File: config.mk
export PLATFORM = sky130hd
export DESIGN_NAME = ahb_sram_slave
export DESIGN_NICKNAME = d
export VERILOG_FILES = /design/src/rtl/ahb_sram_slave_pkg.sv /design/src/rtl/ahb_sram_bytemem.sv /design/src/rtl/ahb_sram_slave.sv
export SDC_FILE = /design/constraint.sdc
export NUM_CORES = 2
export LEC_CHECK = 0
export BUFFER_PORTS_ARGS = -buffer_cell sky130_fd_sc_hd__buf_4
export CAP_MARGIN = 10
export CORE_MARGIN = 5
export CORE_UTILIZATION = 59
export CTS_CLUSTER_DIAMETER = 120
export CTS_CLUSTER_SIZE = 10
export DETAILED_ROUTE_END_ITERATION = 6
export GPL_TIMING_DRIVEN = 0
export PLACE_DENSITY = 0.73
export SLEW_MARGIN = 15
export SYNTH_ARGS = -nofsm -noshare
export SYNTH_HDL_FRONTEND = slang
export SYNTH_HIERARCHICAL = 1
export SYNTH_SLANG_ARGS = --single-unit
File: constraint.sdc
create_clock -name ahb_clk_in -period 4.9 [get_ports ahb_clk_in]
set_clock_uncertainty 0.15 [all_clocks]
set_input_delay 0.735 -clock ahb_clk_in [delete_from_list [all_inputs] [get_ports ahb_clk_in]]
set_output_delay 0.735 -clock ahb_clk_in [all_outputs]
set_load 0.02 [all_outputs]
File: src/rtl/ahb_sram_slave_pkg.sv
// Shared definitions for the AHB-Lite SRAM responder: transfer/size/response
// codes and the data-phase FSM state encoding.
package ahb_sram_slave_pkg;

   localparam logic [1:0] HTRANS_IDLE   = 2'b00;
   localparam logic [1:0] HTRANS_BUSY   = 2'b01;
   localparam logic [1:0] HTRANS_NONSEQ = 2'b10;
   localparam logic [1:0] HTRANS_SEQ    = 2'b11;

   localparam logic [2:0] HSIZE_BYTE  = 3'd0;
   localparam logic [2:0] HSIZE_HALF  = 3'd1;
   localparam logic [2:0] HSIZE_WORD  = 3'd2;
   localparam logic [2:0] HSIZE_DWORD = 3'd3;

   localparam logic RESP_OKAY  = 1'b0;
   localparam logic RESP_ERROR = 1'b1;

   // State names describe the data phase currently presented on the bus.
   typedef enum logic [2:0] {
      ST_IDLE = 3'd0,
      ST_WAIT = 3'd1,
      ST_DATA = 3'd2,
      ST_ERR1 = 3'd3,
      ST_ERR2 = 3'd4
   } state_t;

endpackage

File: src/rtl/ahb_sram_bytemem.sv
// Word-organised SRAM with one write enable per byte lane.
// Write is synchronous, read is combinational so the top can register it.
module ahb_sram_bytemem #(
   parameter int DEPTH = 64,
   parameter int DW    = 32
) (
   input  logic                     clk,
   input  logic                     wr_en,
   input  logic [DW/8-1:0]          wr_be,
   input  logic [$clog2(DEPTH)-1:0] wr_idx,
   input  logic [DW-1:0]            wr_data,
   input  logic [$clog2(DEPTH)-1:0] rd_idx,
   output logic [DW-1:0]            rd_data
);

   logic [DW-1:0] mem [DEPTH];

   // Commit only the enabled byte lanes of the addressed word.
   always_ff @(posedge clk) begin
      for (int i = 0; i < DW/8; i++) begin
         if (wr_en && wr_be[i]) begin
            mem[wr_idx][8*i +: 8] <= wr_data[8*i +: 8];
         end
      end
   end

   assign rd_data = mem[rd_idx];

endmodule

File: src/rtl/ahb_sram_slave.sv
// AHB-Lite responder backed by an internal byte-lane SRAM.
// Captures the address phase, checks it, sequences WAIT/DATA or the
// two-cycle ERROR response and drives registered rdata/readyout/resp.
module ahb_sram_slave
   import ahb_sram_slave_pkg::*;
#(
   parameter int AHB_ADDR_WIDTH = 32,
   parameter int AHB_DATA_WIDTH = 32,
   parameter int MEM_DEPTH      = 64,
   parameter int WAIT_STATES    = 1
) (
   input  logic                      ahb_clk_in,
   input  logic                      ahb_rst_in,
   input  logic                      ahb_sel_in,
   input  logic [AHB_ADDR_WIDTH-1:0] ahb_addr_in,
   input  logic [1:0]                ahb_trans_in,
   input  logic                      ahb_write_in,
   input  logic [2:0]                ahb_size_in,
   input  logic [AHB_DATA_WIDTH-1:0] ahb_wdata_in,
   input  logic                      ahb_ready_in,
   output logic [AHB_DATA_WIDTH-1:0] ahb_rdata_out,
   output logic                      ahb_readyout_out,
   output logic                      ahb_resp_out
);

   localparam int BYTES = AHB_DATA_WIDTH / 8;
   localparam int OFFW  = $clog2(BYTES);
   localparam int IDXW  = $clog2(MEM_DEPTH);
   localparam logic [AHB_ADDR_WIDTH-1:0] MEM_BYTES = AHB_ADDR_WIDTH'(MEM_DEPTH * BYTES);
   localparam logic [2:0] MAX_SIZE = 3'(OFFW);
   localparam logic [3:0] WS_LOAD  = (WAIT_STATES > 0) ? 4'(WAIT_STATES - 1) : 4'd0;

   // Byte lanes touched by a transfer of the given size at the given offset.
   function automatic logic [BYTES-1:0] lane_mask(input logic [2:0] size, input logic [OFFW-1:0] off);
      logic [BYTES-1:0] m;
      int lo;
      int hi;
      m  = '0;
      lo = int'(off);
      hi = lo + (1 << int'(size));
      for (int i = 0; i < BYTES; i++) begin
         m[i] = (i >= lo) && (i < hi);
      end
      return m;
   endfunction

   // Offset bits that must be zero for a transfer of the given size.
   function automatic logic misaligned(input logic [2:0] size, input logic [OFFW-1:0] off);
      logic bad;
      bad = 1'b0;
      for (int i = 0; i < OFFW; i++) begin
         if ((i < int'(size)) && off[i]) begin
            bad = 1'b1;
         end
      end
      return bad;
   endfunction

   state_t              state_r;
   state_t              state_nxt_s;
   logic [3:0]          wait_cnt_r;
   logic [3:0]          cnt_nxt_s;

   logic                cap_write_r;
   logic [IDXW-1:0]     cap_idx_r;
   logic [BYTES-1:0]    cap_lanes_r;

   logic                trans_active_s;
   logic                accept_s;
   logic                err_s;
   logic [IDXW-1:0]     in_idx_s;
   logic [BYTES-1:0]    in_lanes_s;

   logic                rd_write_s;
   logic [IDXW-1:0]     rd_idx_s;
   logic [AHB_DATA_WIDTH-1:0] mem_rdata_s;
   logic [AHB_DATA_WIDTH-1:0] rd_word_s;
   logic                mem_we_s;

   logic [AHB_DATA_WIDTH-1:0] rdata_r;
   logic                readyout_r;
   logic                resp_r;

   assign trans_active_s = (ahb_trans_in == HTRANS_NONSEQ) || (ahb_trans_in == HTRANS_SEQ);
   assign accept_s = ahb_sel_in && ahb_ready_in && trans_active_s &&
                     ((state_r == ST_IDLE) || (state_r == ST_DATA) || (state_r == ST_ERR2));
   assign in_idx_s   = ahb_addr_in[OFFW +: IDXW];
   assign in_lanes_s = lane_mask(ahb_size_in, ahb_addr_in[OFFW-1:0]);

   // Address-phase legality: size fits the bus, naturally aligned, inside the SRAM window.
   always_comb begin
      err_s = 1'b0;
      if (ahb_size_in > MAX_SIZE) begin
         err_s = 1'b1;
      end else if (misaligned(ahb_size_in, ahb_addr_in[OFFW-1:0])) begin
         err_s = 1'b1;
      end else if (ahb_addr_in >= MEM_BYTES) begin
         err_s = 1'b1;
      end else begin
         err_s = 1'b0;
      end
   end

   // Next data-phase state and wait counter.
   always_comb begin
      state_nxt_s = ST_IDLE;
      cnt_nxt_s   = wait_cnt_r;
      case (state_r)
         ST_IDLE, ST_DATA, ST_ERR2: begin
            if (accept_s) begin
               if (err_s) begin
                  state_nxt_s = ST_ERR1;
               end else if (WAIT_STATES == 0) begin
                  state_nxt_s = ST_DATA;
               end else begin
                  state_nxt_s = ST_WAIT;
                  cnt_nxt_s   = WS_LOAD;
               end
            end else begin
               state_nxt_s = ST_IDLE;
            end
         end
         ST_WAIT: begin
            if (wait_cnt_r == 4'd0) begin
               state_nxt_s = ST_DATA;
            end else begin
               state_nxt_s = ST_WAIT;
               cnt_nxt_s   = wait_cnt_r - 4'd1;
            end
         end
         ST_ERR1: begin
            state_nxt_s = ST_ERR2;
         end
         default: begin
            state_nxt_s = ST_IDLE;
         end
      endcase
   end

   // State register and wait counter.
   always_ff @(posedge ahb_clk_in) begin
      if (ahb_rst_in) begin
         state_r    <= ST_IDLE;
         wait_cnt_r <= 4'd0;
      end else begin
         state_r    <= state_nxt_s;
         wait_cnt_r <= cnt_nxt_s;
      end
   end

   // Capture the accepted address phase for use in its data phase.
   always_ff @(posedge ahb_clk_in) begin
      if (ahb_rst_in) begin
         cap_write_r <= 1'b0;
         cap_idx_r   <= '0;
         cap_lanes_r <= '0;
      end else if (accept_s) begin
         cap_write_r <= ahb_write_in;
         cap_idx_r   <= in_idx_s;
         cap_lanes_r <= in_lanes_s;
      end
   end

   // A write commits at the end of its DATA cycle, never under reset.
   assign mem_we_s = (state_r == ST_DATA) && cap_write_r && !ahb_rst_in;

   // The transfer about to enter DATA comes from the capture regs after a
   // wait, or straight from the bus when it enters DATA without waiting.
   assign rd_write_s = (state_r == ST_WAIT) ? cap_write_r : ahb_write_in;
   assign rd_idx_s   = (state_r == ST_WAIT) ? cap_idx_r : in_idx_s;

   ahb_sram_bytemem #(
      .DEPTH (MEM_DEPTH),
      .DW    (AHB_DATA_WIDTH)
   ) u_mem (
      .clk     (ahb_clk_in),
      .wr_en   (mem_we_s),
      .wr_be   (cap_lanes_r),
      .wr_idx  (cap_idx_r),
      .wr_data (ahb_wdata_in),
      .rd_idx  (rd_idx_s),
      .rd_data (mem_rdata_s)
   );

   // Forward lanes being written this cycle to a read of the same word.
   always_comb begin
      rd_word_s = mem_rdata_s;
      for (int i = 0; i < BYTES; i++) begin
         if (mem_we_s && (cap_idx_r == rd_idx_s) && cap_lanes_r[i]) begin
            rd_word_s[8*i +: 8] = ahb_wdata_in[8*i +: 8];
         end else begin
            rd_word_s[8*i +: 8] = mem_rdata_s[8*i +: 8];
         end
      end
   end

   // Registered bus outputs, aligned with the state being entered.
   always_ff @(posedge ahb_clk_in) begin
      if (ahb_rst_in) begin
         rdata_r    <= '0;
         readyout_r <= 1'b1;
         resp_r     <= RESP_OKAY;
      end else begin
         readyout_r <= !((state_nxt_s == ST_WAIT) || (state_nxt_s == ST_ERR1));
         resp_r     <= ((state_nxt_s == ST_ERR1) || (state_nxt_s == ST_ERR2)) ? RESP_ERROR : RESP_OKAY;
         if (state_nxt_s == ST_ERR2) begin
            rdata_r <= '0;
         end else if ((state_nxt_s == ST_DATA) && !rd_write_s) begin
            rdata_r <= rd_word_s;
         end
      end
   end

   assign ahb_rdata_out    = rdata_r;
   assign ahb_readyout_out = readyout_r;
   assign ahb_resp_out     = resp_r;

endmodule

== Word-level counts from Yosys, hierarchy flattened ==
Memories as Yosys holds them, arrays and structs flattened. A register that Yosys moved wholly into a read port is not among the register bits.
Cells that the tools add are included.

* Add/sub/neg operators: 2
* Magnitude comparators: 11
* Equal/unequal tests: 13
* Shift-type cells: 1
* Mux-type cells: 25
* Reductions and logical operators: 29

{| class="wikitable"
|+ Operators with widths
! operator !! count
|-
| 3-bit by 32-bit less-than comparator with 1-bit output, first input constant || 2
|-
| 3-bit by 32-bit adder with 32-bit output || 1
|-
| 32-bit by 9-bit greater-or-equal comparator with 1-bit output, second input constant || 1
|-
| 1-bit by 32-bit less-than comparator with 1-bit output, first input constant || 1
|-
| 2-bit by 32-bit less-than comparator with 1-bit output, first input constant || 1
|-
| 1-bit by 3-bit << shifter with 32-bit output, first input constant || 1
|-
| 1-bit two-way mux || 16
|-
| 1-bit logical AND || 15
|-
| 3-bit by 2-bit equality test with 1-bit output, second input constant || 4
|-
| 4-bit two-way mux || 3
|-
| 3-bit one-hot mux with 3 select lines || 1
|-
| 4-bit one-hot mux with 2 select lines || 1
|-
| 3-bit by 1-bit equality test with 1-bit output, second input constant || 2
|-
| 3-bit equality test, second input constant || 2
|-
| 1-bit by 3-bit less-than comparator with 1-bit output, first input constant || 2
|-
| 6-bit two-way mux || 1
|-
| 2-bit != test, second input constant || 3
|-
| 1-bit logical OR || 5
|-
| 2-bit equality test, second input constant || 2
|-
| 1-bit by 2-bit greater-or-equal comparator with 1-bit output, first input constant || 2
|-
| 4-bit logical NOT || 1
|-
| 2-bit two-way mux || 2
|-
| 4-bit AND reduction || 1
|-
| 4-bit by 1-bit subtractor with 4-bit output, second input constant || 1
|-
| other kinds (8) || 10
|}

* Register bits: 20
* Bits in writable memories: 2048
* Input bits: 74
* Output and inout port bits: 34
* Word-level logic and storage cells: 89
* Memories kept: 1

{| class="wikitable"
|+ Memory list
! name !! depth !! bits a word !! read ports !! clocked after Yosys merged registers in !! write ports !! line !! source
|-
| u_mem.mem || 64 || 32 || 1 || 1 || 1 || ahb_sram_bytemem.sv:16 || <nowiki>logic [DW-1:0] mem [DEPTH];</nowiki>
|}

== Logic depth before layout (Yosys ltp) ==
* Depth after elaboration: 13
* Depth in mapped cells: 13
* Depth with buffers taken out: 9

== Cells and area by module ==
Netlist, hierarchy kept.

{| class="wikitable"
|+ Modules (own cells, without submodules)
! module !! instances !! cells each !! area each (um^2) !! sequential area each (um^2)
|-
| ahb_sram_bytemem || 1 || 3544 || 79130.9 || 61499.0
|-
| ahb_sram_slave || 1 || 196 || 2062.0 || 1041.0
|}

== Worst setup path after synthesis ==
Ideal clock, no wire load.

* Kind: register -> register
* From: register state_r[1]
* To: register rdata_r[16], in the netlist ahb_rdata_out[16], read port of u_mem.mem
* Setup time: 117 ps
* Arrival time: 2937 ps
* Setup slack: 1697 ps
* Stages on the path, launching flop included: 11
* Buffers on the path: 3
* Clock period less this slack: 3203 ps
* Cell sequence: dfxtp_1 > nor3b_4 > mux2_2 > buf_2 > clkbuf_1 > buf_2 > mux4_2 > mux4_2 > a21oi_1 > o211ai_1 > a22o_1

* Elaborated cells between the ends (all ways): 18
* Classes of those cells: 6 x eq/ne; 4 x mux; 8 x reduce/logical

{| class="wikitable"
|+ RTL lines
! item !! line !! source
|-
| start: declaration || ahb_sram_slave.sv:59 || <nowiki>state_t state_r;</nowiki>
|-
| start signal: assignment || ahb_sram_slave.sv:146 || <nowiki>state_r <= state_nxt_s;</nowiki>
|-
| 3-bit by 1-bit equality test with 1-bit output || ahb_sram_slave.sv:170 || <nowiki>assign rd_idx_s = (state_r == ST_WAIT) ? cap_idx_r : in_idx_s;</nowiki>
|-
| 6-bit two-way mux || ahb_sram_slave.sv:170 ||
|-
| named net rd_idx_s[2] || ahb_sram_slave.sv:75 || <nowiki>logic [IDXW-1:0] rd_idx_s;</nowiki>
|-
| end: declaration || ahb_sram_slave.sv:80 || <nowiki>logic [AHB_DATA_WIDTH-1:0] rdata_r;</nowiki>
|}

The timed path passes the listed nets, and every way through them passes these cells.
A chain may end at the register's enable or synchronous reset.

== Final worst setup path ==
* From: register state_r[1]
* To: register rdata_r[5], in the netlist ahb_rdata_out[5], read port of u_mem.mem

The elaborated chain is that of the path after synthesis.

==> results.tsv <==
metric	value	unit
status	finished, violations left	
failing checks	DRC, capacitance limit, setup timing	
Die ar.	145000	um2
Clock Tree Buf Depth	3	
Synth async-reset ratio	0	
clk sinks	2100	
antenna-violating nets left	0	
worst hold path startpoint	ahb_addr_in[0]	
total internal power	29.0	mW
Std-Cell Rows	136	
total track usage	0.360	
num ports	108	
Min-Delay Path Depth	4	
first-pass GRT wire length	350	mm
Area contributors post-synth	edfxtp_1 (76%), mux4_2 (15%), nor2_1 (1.3%)	
Comb pwr share	0.069	
Post-synth EDFFs	2048	
unrepaired setup endpoints after global routing	false	
Setup-failing EPs final	10	
DRT iter0 DRCs	7477	
reg2reg path depth	11	
root buffer cell	clkbuf_16	
Slew Limit Fails	0	
Pwr Total	37.4	mW
Critical Path AT	5740	ps
routed vias/inst	7.40	
NetSw	8.43	mW
CTS tree	built	
Final HPWL DP	170	mm
share of cells above drive strength 1	0.263	
worst-path fanout max	10	
final period utilization	1.04	
synthesized instance count	3740	
Die Wd	381	um
Slew headroom	0.0129	
RD Place Congestion	1.00	
maximum operating frequency	0.196	GHz
share of power burned in registers	0.527	
final WL	260	mm
sequential share of the synthesized area	0.770	
vias in the first global route	42600	
initial antenna violation count	16	
Worst-path clk slew	60	ps
Max-Cap Viols	1	
CP Launch Type	register	
Worst IR Drop VDD	0.000398	V
nets	4169	
first drt pass iteration count	7	
port bufs	106	
vias	44600	
DP Area	84400	um2
Syn Nets	3818	
Pleak	28.2	nW
total global routing overflow	0	
crit path kind	register to register	
Worst Hold Class	primary input to register	
Syn. warnings	6	
fin worst setup slack	-191	ps
R2R setup slack	-190	ps
hold endpoint	cap_lanes_r[0]$_SDFFE_PP0P_	
final setup TNS	-789	ps
initial core utilization	0.592	
pre-CTS setup slack	-797	ps
power share of the clock group	0.404	
most frequent cells in the layout	edfxtp_1 (2048), mux4_2 (543), nor2_1 (287), clkbuf_16 (227), clkbuf_1 (173)	
CTS Buf Count	227	
htree depth	4	
chip height	381	um
reg-to-reg critical path startpoint	state_r[1]$_SDFF_PP0_	
r2r endpoint	ahb_rdata_out[5]$_SDFFE_PP0P_	
unique cell type count in the Yosys netlist	59	
Synth Flop Type	edfxtp_1	
top-area cell type share of the netlist area	0.757	
DRC Markers	7	
core region area	137000	um2
register bit total from synthesis	2100	
fin area	91000	um2
largest net degree at the start of global routing	65	
largest area contributor in the netlist	edfxtp_1	
Critical Path End Type	register	
Req. time, crit path	5550	ps
P per Cell Area	412	nW/um2
Hold Fails Final Rpt	0	
worst-margin pin slew	1480	ps
Synth Cell Area	81200	um2
area grow syn2layout	12.0	%
leading cell type in the layout, fill and taps excluded	edfxtp_1	
Synth Area per Inst	21.7	um2
shortest period the worst path allows	5090	ps
clock latency on the worst-skew pair	850	ps
sw frac	0.225	
average wire per standard cell	43.2	um
==> metal layers <==
layer / global-route usage / vias up / part of all wire
li1: - / 16400 / -
met1: 0.464 / 22900 / 0.32
met2: 0.526 / 4361 / 0.44
met3: 0.149 / 910 / 0.16
met4: 0.198 / 18 / 0.071
met5: 0.00728 / - / 0.00081
==> kinds of logic (layout without fill, tap and decap cells) <==
family	after synthesis	after routing	share of synthesized area
AO/OA/AOI/OAI	259	259	0.0230
XOR/XNOR	1	1	0.000108
adder cells (fa/ha/maj)	4	4	0.000709
buffers and inverters	226	703	0.0145
flip-flops	2100	2100	0.770
multiplexers	656	656	0.165
other	0	12	0
AND/OR/NAND/NOR	494	494	0.0264
==> worst max-delay path, stage by stage, from the launching register on <==
cell	delay, ps
dfxtp_1	380
nor3b_4	370
mux2_2	320
buf_2	350
nor2b_1	540
buf_1	620
clkbuf_2	760
a22oi_1	300
nand2_1	420
o22ai_1	170
nor2_1	420
a22o_1	190
==> sequential cells by signal (all words and copies together) (netlist names) <==
name	cells
u_mem/mem	2048
ahb_rdata_out	32
cap_idx_r	6
cap_lanes_r	4
wait_cnt_r	4
state_r	3
ahb_readyout_out	1
ahb_resp_out	1
cap_write_r	1
==> cell usage after synthesis, drive strengths merged (7+ instances only) <==
| cell | number |
|---|---|
| a21oi | 48 |
| a221oi | 16 |
| a22o | 43 |
| a22oi | 50 |
| buf | 133 |
| clkbuf | 87 |
| dfxtp | 52 |
| edfxtp | 2048 |
| mux2 | 33 |
| mux2i | 80 |
| mux4 | 543 |
| nand2 | 108 |
| nand2b | 12 |
| nand3 | 16 |
| nor2 | 288 |
| nor2b | 9 |
| nor3 | 26 |
| nor3b | 8 |
| nor4 | 7 |
| o211ai | 19 |
| o221ai | 15 |
| o22ai | 43 |
==> layout make-up <==
type | instances | area [um2]
Multi-Input combinational cell | 1414 | 17500
Tap cell | 1794 | 2240
Inverter | 6 | 22.5
Clock inverter | 15 | 243
Antenna cell | 12 | 30.0
Sequential cell | 2100 | 62500
Clock buffer | 340 | 6100
Timing Repair Buffer | 123 | 988
Fill cell | 8629 | 46200
Buffer | 219 | 1260
==> power groups by stage <==
stage                     registers [mW]  clock network [mW]  logic (mW)
final                               19.7                15.1        2.59
after floorplan                     20.1                   0        1.16
after CTS                           19.7                15.2        2.47
after detailed placement            20.1                   0        2.45
after global placement              20.1                   0        2.40
after global routing                19.7                16.0        2.58
==> how the worst max path moves through the flow <==
stage,cells after the start,endpoint,from,slack (ps)
after global routing,12,ahb_rdata_out[3]$_SDFFE_PP0P_,state_r[1]$_SDFF_PP0_,0.6
final,11,ahb_rdata_out[5]$_SDFFE_PP0P_,state_r[1]$_SDFF_PP0_,-190
after detailed placement,11,ahb_rdata_out[16]$_SDFFE_PP0P_,state_r[1]$_SDFF_PP0_,-800
after floorplan,10,ahb_rdata_out[16]$_SDFFE_PP0P_,state_r[1]$_SDFF_PP0_,1700
after global placement,12,ahb_rdata_out[3]$_SDFFE_PP0P_,state_r[1]$_SDFF_PP0_,-1220
after CTS,11,ahb_rdata_out[5]$_SDFFE_PP0P_,state_r[2]$_SDFF_PP0_,20
==> stage by stage <==
step,utilization,std cells,hold WS (ps)
global route,0.663,6011,36.0
detailed placement,0.615,5646,295
global placement,0.614,5640,296
floorplan,-,3740,282
finish,0.663,6023,35.1
CTS,0.663,6011,2.82
==> what timing repair did <==
item                       CTS  global route
setup buffers                4             0
hold endpoints to repair     7             0
setup endpoints to repair   32            18
pin swaps                    3             4
resized for setup           25            28
hold buffers                 7             0
Power figures use the tool's default switching activity.
